`config.mk`:
```
export PLATFORM = sky130hd
export DESIGN_NAME = axi_lite_imem_loader
export DESIGN_NICKNAME = d
export VERILOG_FILES = /design/src/rtl/axi_lite_pkg.sv /design/src/rtl/axi_lite_imem_loader.sv
export SDC_FILE = /design/constraint.sdc
export NUM_CORES = 1
export LEC_CHECK = 0
export CELL_PAD_IN_SITES_DETAIL_PLACEMENT = 1
export CELL_PAD_IN_SITES_GLOBAL_PLACEMENT = 1
export CORE_ASPECT_RATIO = 1.5
export CORE_MARGIN = 2
export CORE_UTILIZATION = 37
export DETAILED_ROUTE_END_ITERATION = 6
export GPL_TIMING_DRIVEN = 1
export PLACE_DENSITY = 0.95
export SETUP_SLACK_MARGIN = 0.2
export SLEW_MARGIN = 10
export SYNTH_ARGS = -nofsm -noshare
export SYNTH_HDL_FRONTEND = slang
export SYNTH_SLANG_ARGS = --single-unit
```
`constraint.sdc`:
```
create_clock -name clk -period 3.8 [get_ports clk]
set_clock_uncertainty 0.1 [all_clocks]
set_input_delay 0.38 -clock clk [delete_from_list [all_inputs] [get_ports clk]]
set_output_delay 0.38 -clock clk [all_outputs]
set_load 0.01 [all_outputs]
```
`src/rtl/axi_lite_pkg.sv`:
```
// axi_lite_pkg: shared constants and write-FSM encoding for the AXI4-Lite instruction-memory loader
package axi_lite_pkg;
  localparam logic [1:0] RESP_OKAY   = 2'b00;
  localparam logic [1:0] RESP_SLVERR = 2'b10;
  localparam int IMEM_DEPTH = 256;
  localparam int CTRL_ADDR  = 'h400;
  localparam int COUNT_ADDR = 'h404;
  typedef enum logic [1:0] {WR_COLLECT, WR_EXEC, WR_RESP} wr_state_t;
endpackage

```
`src/rtl/axi_lite_imem_loader.sv`:
```
// axi_lite_imem_loader: AXI4-Lite slave turning host writes into instruction-memory write pulses
//   clk, reset_n          : clock, synchronous active-low reset
//   s_axi_aw*/w*/b*       : write channels; instruction region, CTRL (RW) and COUNT (RO)
//   s_axi_ar*/r*          : read channels; CTRL and COUNT only, everything else SLVERR
//   instruction_write/addr/data : one-cycle write strobe to the instruction memory
//   core_hold             : CTRL bit0, keeps the core in reset while loading
module axi_lite_imem_loader
  import axi_lite_pkg::*;
#(
  parameter int ADDR_W = 12
) (
  input  logic              clk,
  input  logic              reset_n,
  input  logic [ADDR_W-1:0] s_axi_awaddr,
  input  logic              s_axi_awvalid,
  output logic              s_axi_awready,
  input  logic [31:0]       s_axi_wdata,
  input  logic [3:0]        s_axi_wstrb,
  input  logic              s_axi_wvalid,
  output logic              s_axi_wready,
  output logic [1:0]        s_axi_bresp,
  output logic              s_axi_bvalid,
  input  logic              s_axi_bready,
  input  logic [ADDR_W-1:0] s_axi_araddr,
  input  logic              s_axi_arvalid,
  output logic              s_axi_arready,
  output logic [31:0]       s_axi_rdata,
  output logic [1:0]        s_axi_rresp,
  output logic              s_axi_rvalid,
  input  logic              s_axi_rready,
  output logic              instruction_write,
  output logic [7:0]        instruction_addr,
  output logic [31:0]       instruction_data,
  output logic              core_hold
);
  localparam logic [ADDR_W-1:0] WORD_MASK = ~ADDR_W'(3);
  localparam logic [ADDR_W-1:0] CTRL_A    = ADDR_W'(CTRL_ADDR);
  localparam logic [ADDR_W-1:0] COUNT_A   = ADDR_W'(COUNT_ADDR);
  localparam logic [ADDR_W-1:0] IMEM_END  = ADDR_W'(4 * IMEM_DEPTH);

  wr_state_t         state;
  logic              live;
  logic              aw_held, w_held;
  logic [ADDR_W-1:0] aw_addr;
  logic [31:0]       w_data;
  logic [3:0]        w_strb;
  logic [8:0]        load_count;
  logic              aw_hs, w_hs, ar_hs;
  logic [ADDR_W-1:0] a;
  logic [31:0]       d;
  logic [3:0]        s;
  logic              imem_ok, ctrl_ok, r_ctrl, r_count;

  // held AW/W stay set until the B handshake, which also covers "no B pending"
  assign s_axi_awready = live & ~aw_held;
  assign s_axi_wready  = live & ~w_held;
  assign s_axi_arready = live & ~s_axi_rvalid;
  assign aw_hs = s_axi_awvalid & s_axi_awready;
  assign w_hs  = s_axi_wvalid & s_axi_wready;
  assign ar_hs = s_axi_arvalid & s_axi_arready;

  // decode on the capture edge so the pulse and bvalid land in the very next cycle
  assign a = aw_hs ? s_axi_awaddr : aw_addr;
  assign d = w_hs ? s_axi_wdata : w_data;
  assign s = w_hs ? s_axi_wstrb : w_strb;
  assign imem_ok = (a < IMEM_END) & (s == 4'hF);
  assign ctrl_ok = ((a & WORD_MASK) == CTRL_A) & s[0];
  assign r_ctrl  = (s_axi_araddr & WORD_MASK) == CTRL_A;
  assign r_count = (s_axi_araddr & WORD_MASK) == COUNT_A;

  always_ff @(posedge clk) begin
    if (!reset_n) begin
      state             <= WR_COLLECT;
      live              <= 1'b0;
      aw_held           <= 1'b0;
      w_held            <= 1'b0;
      aw_addr           <= '0;
      w_data            <= '0;
      w_strb            <= '0;
      load_count        <= '0;
      core_hold         <= 1'b1;
      s_axi_bvalid      <= 1'b0;
      s_axi_bresp       <= RESP_OKAY;
      s_axi_rvalid      <= 1'b0;
      s_axi_rdata       <= '0;
      s_axi_rresp       <= RESP_OKAY;
      instruction_write <= 1'b0;
      instruction_addr  <= '0;
      instruction_data  <= '0;
    end else begin
      live              <= 1'b1;
      instruction_write <= 1'b0;
      // read samples core_hold/load_count before any same-edge write updates them
      if (ar_hs) begin
        s_axi_rvalid <= 1'b1;
        s_axi_rdata  <= r_ctrl ? {31'b0, core_hold} : r_count ? {23'b0, load_count} : 32'b0;
        s_axi_rresp  <= (r_ctrl | r_count) ? RESP_OKAY : RESP_SLVERR;
      end else if (s_axi_rready) begin
        s_axi_rvalid <= 1'b0;
      end
      if (state == WR_COLLECT) begin
        if (aw_hs) begin
          aw_held <= 1'b1;
          aw_addr <= s_axi_awaddr;
        end
        if (w_hs) begin
          w_held <= 1'b1;
          w_data <= s_axi_wdata;
          w_strb <= s_axi_wstrb;
        end
        if ((aw_held | aw_hs) & (w_held | w_hs)) begin
          state             <= WR_EXEC;
          instruction_write <= imem_ok;
          s_axi_bvalid      <= 1'b1;
          s_axi_bresp       <= (imem_ok | ctrl_ok) ? RESP_OKAY : RESP_SLVERR;
          if (imem_ok) begin
            instruction_addr <= a[9:2];
            instruction_data <= d;
            load_count       <= load_count + {8'b0, ~&load_count};
          end
          if (ctrl_ok) core_hold <= d[0];
        end
      end else if (s_axi_bready) begin
        state        <= WR_COLLECT;
        s_axi_bvalid <= 1'b0;
        aw_held      <= 1'b0;
        w_held       <= 1'b0;
      end else begin
        state <= WR_RESP;
      end
    end
  end
endmodule

```
==> flow_metrics.env <==
export IMPL_status="finished clean"
export IMPL_postRouteAntennaNets=0
export IMPL_mostFrequentLayoutCells="clkdlybuf4s50_1, dfxtp_1, nand2_1, a21oi_1, nor2_1"
export IMPL_hold_path_class="reg2reg"
export IMPL_leakagePower_nw=2.467
export IMPL_final_common_cell="clkdlybuf4s50_1"
export IMPL_track_usage_pct=20.83
export IMPL_relSlewSlack_pct=51.99
export IMPL_drtPass1Iterations=4
export IMPL_place_inst=804
export IMPL_grt_setup_unrepaired="false"
export IMPL_numCtsBuffers=17
export IMPL_cts_buffer_depth=2
export IMPL_start_util_pct=37.72
export IMPL_ys_seq_area_share_pct=47.35
export IMPL_path_max_fanout=54
export IMPL_period_needed_ns=2.541
export IMPL_fp_dieH_um=144.4
export IMPL_end_kind="flop"
export IMPL_routabilityCongestion=0.7951
export IMPL_period_share_pct=66.87
export IMPL_ys_types=40
export IMPL_fin_ws_ns=1.259
export IMPL_num_io_pins=150
export IMPL_cts_clk_slew_worst_paths_ns=0.05
export IMPL_chipWidth_um=97.60
export IMPL_worst_path_stages=7
export IMPL_slowest_stage="dfxtp_1"
export IMPL_syn_cell_area_mm2=0.004862
export IMPL_drtIter0Drc=137
export IMPL_final_cells=834
export IMPL_setup_tns_ns=0
export IMPL_yosysTopAreaCell="dfxtp_1"
export IMPL_drt_wirelength_per_cell_um=17.49
export IMPL_crit_family="buffers and inverters"
export IMPL_tightest_slew_ns=0.7202
export IMPL_cts_tree="built"
export IMPL_fp_row_count=51
export IMPL_fmax_ghz=0.3935
export IMPL_core_area_mm2=0.01289
export IMPL_arrival_ns=2.74
export IMPL_finalMaxSlewViolations=0
export IMPL_cts_setup_buffers=0
export IMPL_worst_r2r_path_depth=7
export IMPL_drt_wl_total_um=14590
export IMPL_rrSetupSlack_ns=1.26
export IMPL_synthCells=559
export IMPL_syn2layout_area_growth_pct=35.02
export IMPL_dieArea_mm2=0.01409
export IMPL_post_route_cell_area_mm2=0.006565
export IMPL_ys_top_cells_by_area="dfxtp_1, mux2i_1, nand2_1"
export IMPL_grt_first_pass_wirelength_um=23330
export IMPL_crit_path_frequent_cell="buf_4"
export IMPL_hold_viol_final=0
export IMPL_grt_pass1_vias=4683
export IMPL_routed_via_density=5.212
export IMPL_rr_endpoint="instruction_data[8]"
export IMPL_placed_cell_area_mm2=0.006022
export IMPL_grt_max_degree=55
export IMPL_cts_hold_buf=0
export IMPL_vias=4347
export IMPL_rr_startpoint="live"
export IMPL_synth_top_area_share_pct=47.35
export IMPL_synthArstFlopShare_pct=0
export IMPL_avgSynthCellArea_um2=8.698
export IMPL_ys_ff_latch=115
export IMPL_dp_hpwl_um=10030
export IMPL_synth_warnings=0
export IMPL_crit_end="instruction_data[8]"
export IMPL_drc_errors=0
export IMPL_clock_sinks=115
export IMPL_cp_num_buf_inv=2
export IMPL_synth_ff_type="dfxtp_1"
export IMPL_grt_ovfl_total=0
export IMPL_cap_violations=0
export IMPL_clk_latency_ns=0.40
export IMPL_worstSetupStartpointType="flop"
export IMPL_critical_path_class="reg2reg"
export IMPL_drive_gt1_share_pct=6.825
export IMPL_htreeDepth=4
export IMPL_power_mw=2.994
export IMPL_cellPowerDensity_mw_per_mm2=456.0
export IMPL_port_buffers=120
export IMPL_setup_viol_count_final=0
export IMPL_peakVddDrop_mv=0.2894
export IMPL_root_buffer="clkbuf_16"
export IMPL_crit_required_ns=4.00
export IMPL_nets=733
export IMPL_max_stage_delay_ns=0.58
export IMPL_crit_start="live"
export IMPL_post_cts_resized=0
export IMPL_pre_cts_slack_ns=0.8973
export IMPL_synth_edf_count=0
export IMPL_antenna_found_initial=0
export IMPL_crit_chain="nand3b_1 > buf_4 > mux2i_1 > and3_2 > buf_4 > nor2_1 > a211oi_1"
[report_power, final]
group / total (mW) / internal [mW] / switching, mW
Sequential: 1.26 / 1.24 / 0.0215
Clock: 1.46 / 0.915 / 0.549
Combinational: 0.269 / 0.124 / 0.145
Total: 2.99 / 2.28 / 0.715
[registers in the layout, indices dropped and copies added (netlist names)]
name               flops
aw_addr               10
aw_held                1
core_hold              1
instruction_addr       8
instruction_data      32
instruction_write      1
live                   1
load_count             9
s_axi_bresp            1
s_axi_bvalid           1
s_axi_rdata            9
s_axi_rresp            1
s_axi_rvalid           1
state                  2
w_data                32
w_held                 1
w_strb                 4
[layer usage]
metal  track usage [%]  vias to the layer above  wire [um]
met4             9.722                        0        364
met5                 0                        -          0
met3             5.075                       29        443
met1             21.83                     2119       5677
li1                  -                     2095          -
met2             39.06                      104       8103
[metrics by stage]
step / utilization (%) / hold slack (ns)
2_1_floorplan: - / 0.3077
3_3_place_gp: 46.72 / 0.3412
3_5_place_dp: 46.72 / 0.3493
4_1_cts: 50.91 / 0.3569
5_1_grt: 50.91 / 0.3717
6_report: 50.93 / 0.3560
[cells by family after synthesis]
| logic type | after synthesis | synth area share, % |
|---|---|---|
| flops | 115 | 47.35 |
| buf+inv | 67 | 8.132 |
| other cells | 1 | 0.07713 |
| simple gates | 206 | 18.99 |
| compound gates | 125 | 15.98 |
| mux | 43 | 8.955 |
| fa+ha+maj | 2 | 0.5146 |
[final cells by class]
cell class / instances / area, um2
flip-flops and latches: 115 / 2302
inverters: 2 / 8.758
clock buffers: 19 / 452.9
repair buffers: 127 / 1254
fillers: 1517 / 6325
well taps: 159 / 198.9
diodes: 1 / 2.502
clock inverters: 10 / 87.58
multi-input cells: 401 / 2258
[cell usage after synthesis, types with 2 or more instances]
master / instances
a211oi_1: 40
buf_6: 4
nand4_1: 4
mux2i_1: 41
o21ai_1: 2
or2_2: 2
o31ai_1: 2
nor4_1: 3
nand2b_1: 3
buf_2: 10
nand3b_1: 4
dfxtp_1: 115
nand3_1: 6
ha_1: 2
inv_1: 2
and3_1: 3
clkbuf_1: 23
nand2_1: 101
a21oi_1: 64
buf_4: 27
nor2_1: 57
nor2b_1: 3
or4_1: 4
o21ai_0: 6
or3_1: 6
nor3_1: 3
a22oi_1: 9
[worst register-to-register path, stage by stage (launching register included)]
cell	delay, ns
dfxtp_1	0.58
nand3b_1	0.12
buf_4	0.23
mux2i_1	0.30
and3_2	0.25
buf_4	0.45
nor2_1	0.14
a211oi_1	0.27
[worst min-delay path by stage]
| stage | from | endpoint | slack, ns | depth (start not counted) |
|---|---|---|---|---|
| finish | w_data[20] | w_data[20] | 0.36 | 2 |
| global route | w_data[18] | w_data[18] | 0.37 | 2 |
| CTS | w_data[20] | w_data[20] | 0.36 | 2 |
| detailed placement | w_data[20] | w_data[20] | 0.35 | 2 |
| global placement | w_data[21] | w_data[21] | 0.34 | 2 |
| floorplan | reset_n | live | 0.31 | 0 |
Note: power is estimated with default switching activity, not from simulation.
==> edit (same settings) <==
The parameter `ADDR_W` goes from 12 to 13.
--- a/src/rtl/axi_lite_imem_loader.sv
+++ b/src/rtl/axi_lite_imem_loader.sv
@@ -7,7 +7,7 @@
 module axi_lite_imem_loader
   import axi_lite_pkg::*;
 #(
-  parameter int ADDR_W = 12
+  parameter int ADDR_W = 13
 ) (
   input  logic              clk,
   input  logic              reset_n,
Ports: changed (resized s_axi_araddr and s_axi_awaddr); port bits go from 150 to 152. The function was not compared with the original's and may differ.
==> edit against the original RTL <==
Combinational power up 14%; via count up 4.1%; design area up 2.8%; routed wire length up 9.9%; highest routed layer unchanged; sequential share of layout area down 0.67 points; sequential cell count up 1; setup slack worse by 0.45 ns; first-iteration DRC count up 57%; area after synthesis up 1.1%; largest power group unchanged; total power up 6.9%; non-clock buffer count up 4.
==> edit: results (changes against the original RTL) <==
DRT iter0 DRCs=215 (+57%); first-pass GRT wire length=25,700 um (+10%); Post-CTS Setup Inserts=0 (unchanged); VDD IR max=0.000311 V (+7.5%); final WL=16,000 um (+9.9%); Synth cell types=37 (-7.5%); Worst Path Max Fanout=40 (-26%); Global Route Usage Sum=0.225 (+0.0171); Slew @ Worst Pin=1.04 ns (+0.318 ns); static leakage=2.60 nW (+5.3%); main flop type after synthesis=dfxtp_1; # resized after CTS=0 (unchanged); buffers added on ports=122 (+1.7%); ant diodes=0 (-1); biggest regs=instruction_data: 32 flops, w_data: 32 flops, aw_addr: 11 flops; synth cell count leaders=dfxtp_1, a21oi_1, nand2_1; largest net degree at the start of global routing=99 (+80%); Tightest Hold Check Type=reg -> reg; Critical Path Max Stage Delay=0.57 ns; top cells by area, synth=dfxtp_1, mux2i_1, a21oi_1; CTS root buf=clkbuf_16; sequential share of the synthesized area=0.472 (-0.00111); Post-DP Area=6160 sq um (+2.2%); Clock Latency Late Sink=0.41 ns; layout cells sized above 1=0.0715 (+0.00329); clock buffer depth=2 (unchanged); Post-DP HPWL=10,400 um (+3.9%); # nets final=729 (-0.55%); CP max-delay cell=nand3b_1; Fill cells=1,466 (-3.4%); CTS H-tree depth=4 (unchanged); CP Data Arrival Time=3.14 ns (+0.40 ns); Placer Congestion=0.776 (-2.4%); post-synthesis async set-or-reset flop share=0 (unchanged); clock-pin slew on the worst setup and hold paths=0.05 ns (about the same); Via density=5.45 (+4.6%); synth warn=0 (unchanged); vias in the first global route=4,903 (+4.7%); initial antenna violation count=0 (unchanged); delay-heaviest family, CP=simple AND/OR/NAND/NOR gates; drt first pass iters=4 (unchanged); status=complete, no violations; total CTS buffers=17 (unchanged)
-- edit: metrics by stage --
| stage | worst slack (ns) | hold WS, ns | cells |
|---|---|---|---|
| 2_1_floorplan | 1.60 | 0.308 | 577 |
| 3_3_place_gp | 0.668 | 0.341 | 798 |
| 3_5_place_dp | 0.567 | 0.349 | 798 |
| 4_1_cts | 0.828 | 0.356 | 830 |
| 5_1_grt | 0.628 | 0.371 | 830 |
| 6_report | 0.810 | 0.354 | 830 |
-- edit: worst min-delay path: stages, from the launching register on --
cell	delay, ns
dfxtp_1	0.30
nand2_1	0.05
a21oi_1	0.05
-- edit: worst paths after layout --
check	startpoint	to	slack [ns]	cells past startpoint
setup / recovery	live$_DFF_P_	instruction_addr[2]$_SDFFE_PN0P_	0.81	6
hold / removal	w_data[9]$_SDFFE_PN0P_	w_data[9]$_SDFFE_PN0P_	0.35	2
setup reg to reg	live$_DFF_P_	instruction_addr[2]$_SDFFE_PN0P_	0.81	6
hold reg to reg	w_data[9]$_SDFFE_PN0P_	w_data[9]$_SDFFE_PN0P_	0.35	2
-- edit: cell families (layout without fill, tap and decap cells) --
kind of cell             count (synthesis)  in the layout  share of synthesized area
multiplexers                            51             51                      0.104
adder cells (fa/ha/maj)                  2              2                    0.00509
other                                    1             25                   0.000763
AND/OR/NAND/NOR                        154            154                      0.146
flip-flops                             116            116                      0.472
AO/OA/AOI/OAI                          158            158                      0.195
buffers and inverters                   71            165                     0.0766
-- edit: final cells by class --
cell class / instances / area, sq um / area share
Inverter: 2 / 8.76 / 0.00130
Multi-Input combinational cell: 390 / 2330 / 0.345
Clock inverter: 10 / 130 / 0.0193
Clock buffer: 22 / 464 / 0.0688
Timing Repair Buffer: 131 / 1300 / 0.193
Tap cell: 159 / 199 / 0.0295
Sequential cell: 116 / 2320 / 0.344
-- edit: report_power, final --
group | switching, W | total [W] | internal (W)
Clock | 0.000554 | 0.00161 | 0.00106
Combinational | 0.000169 | 0.000308 | 0.000138
Sequential | 0.0000257 | 0.00128 | 0.00125
Total | 0.000749 | 0.00320 | 0.00245
-- edit: per-layer routing --
layer | GRT usage | part of all wire | up-vias
met1 | 0.237 | 0.38 | 2210
met5 | 0 | 0 | -
li1 | - | - | 2134
met4 | 0.0979 | 0.035 | 0
met3 | 0.0578 | 0.047 | 38
met2 | 0.415 | 0.54 | 143
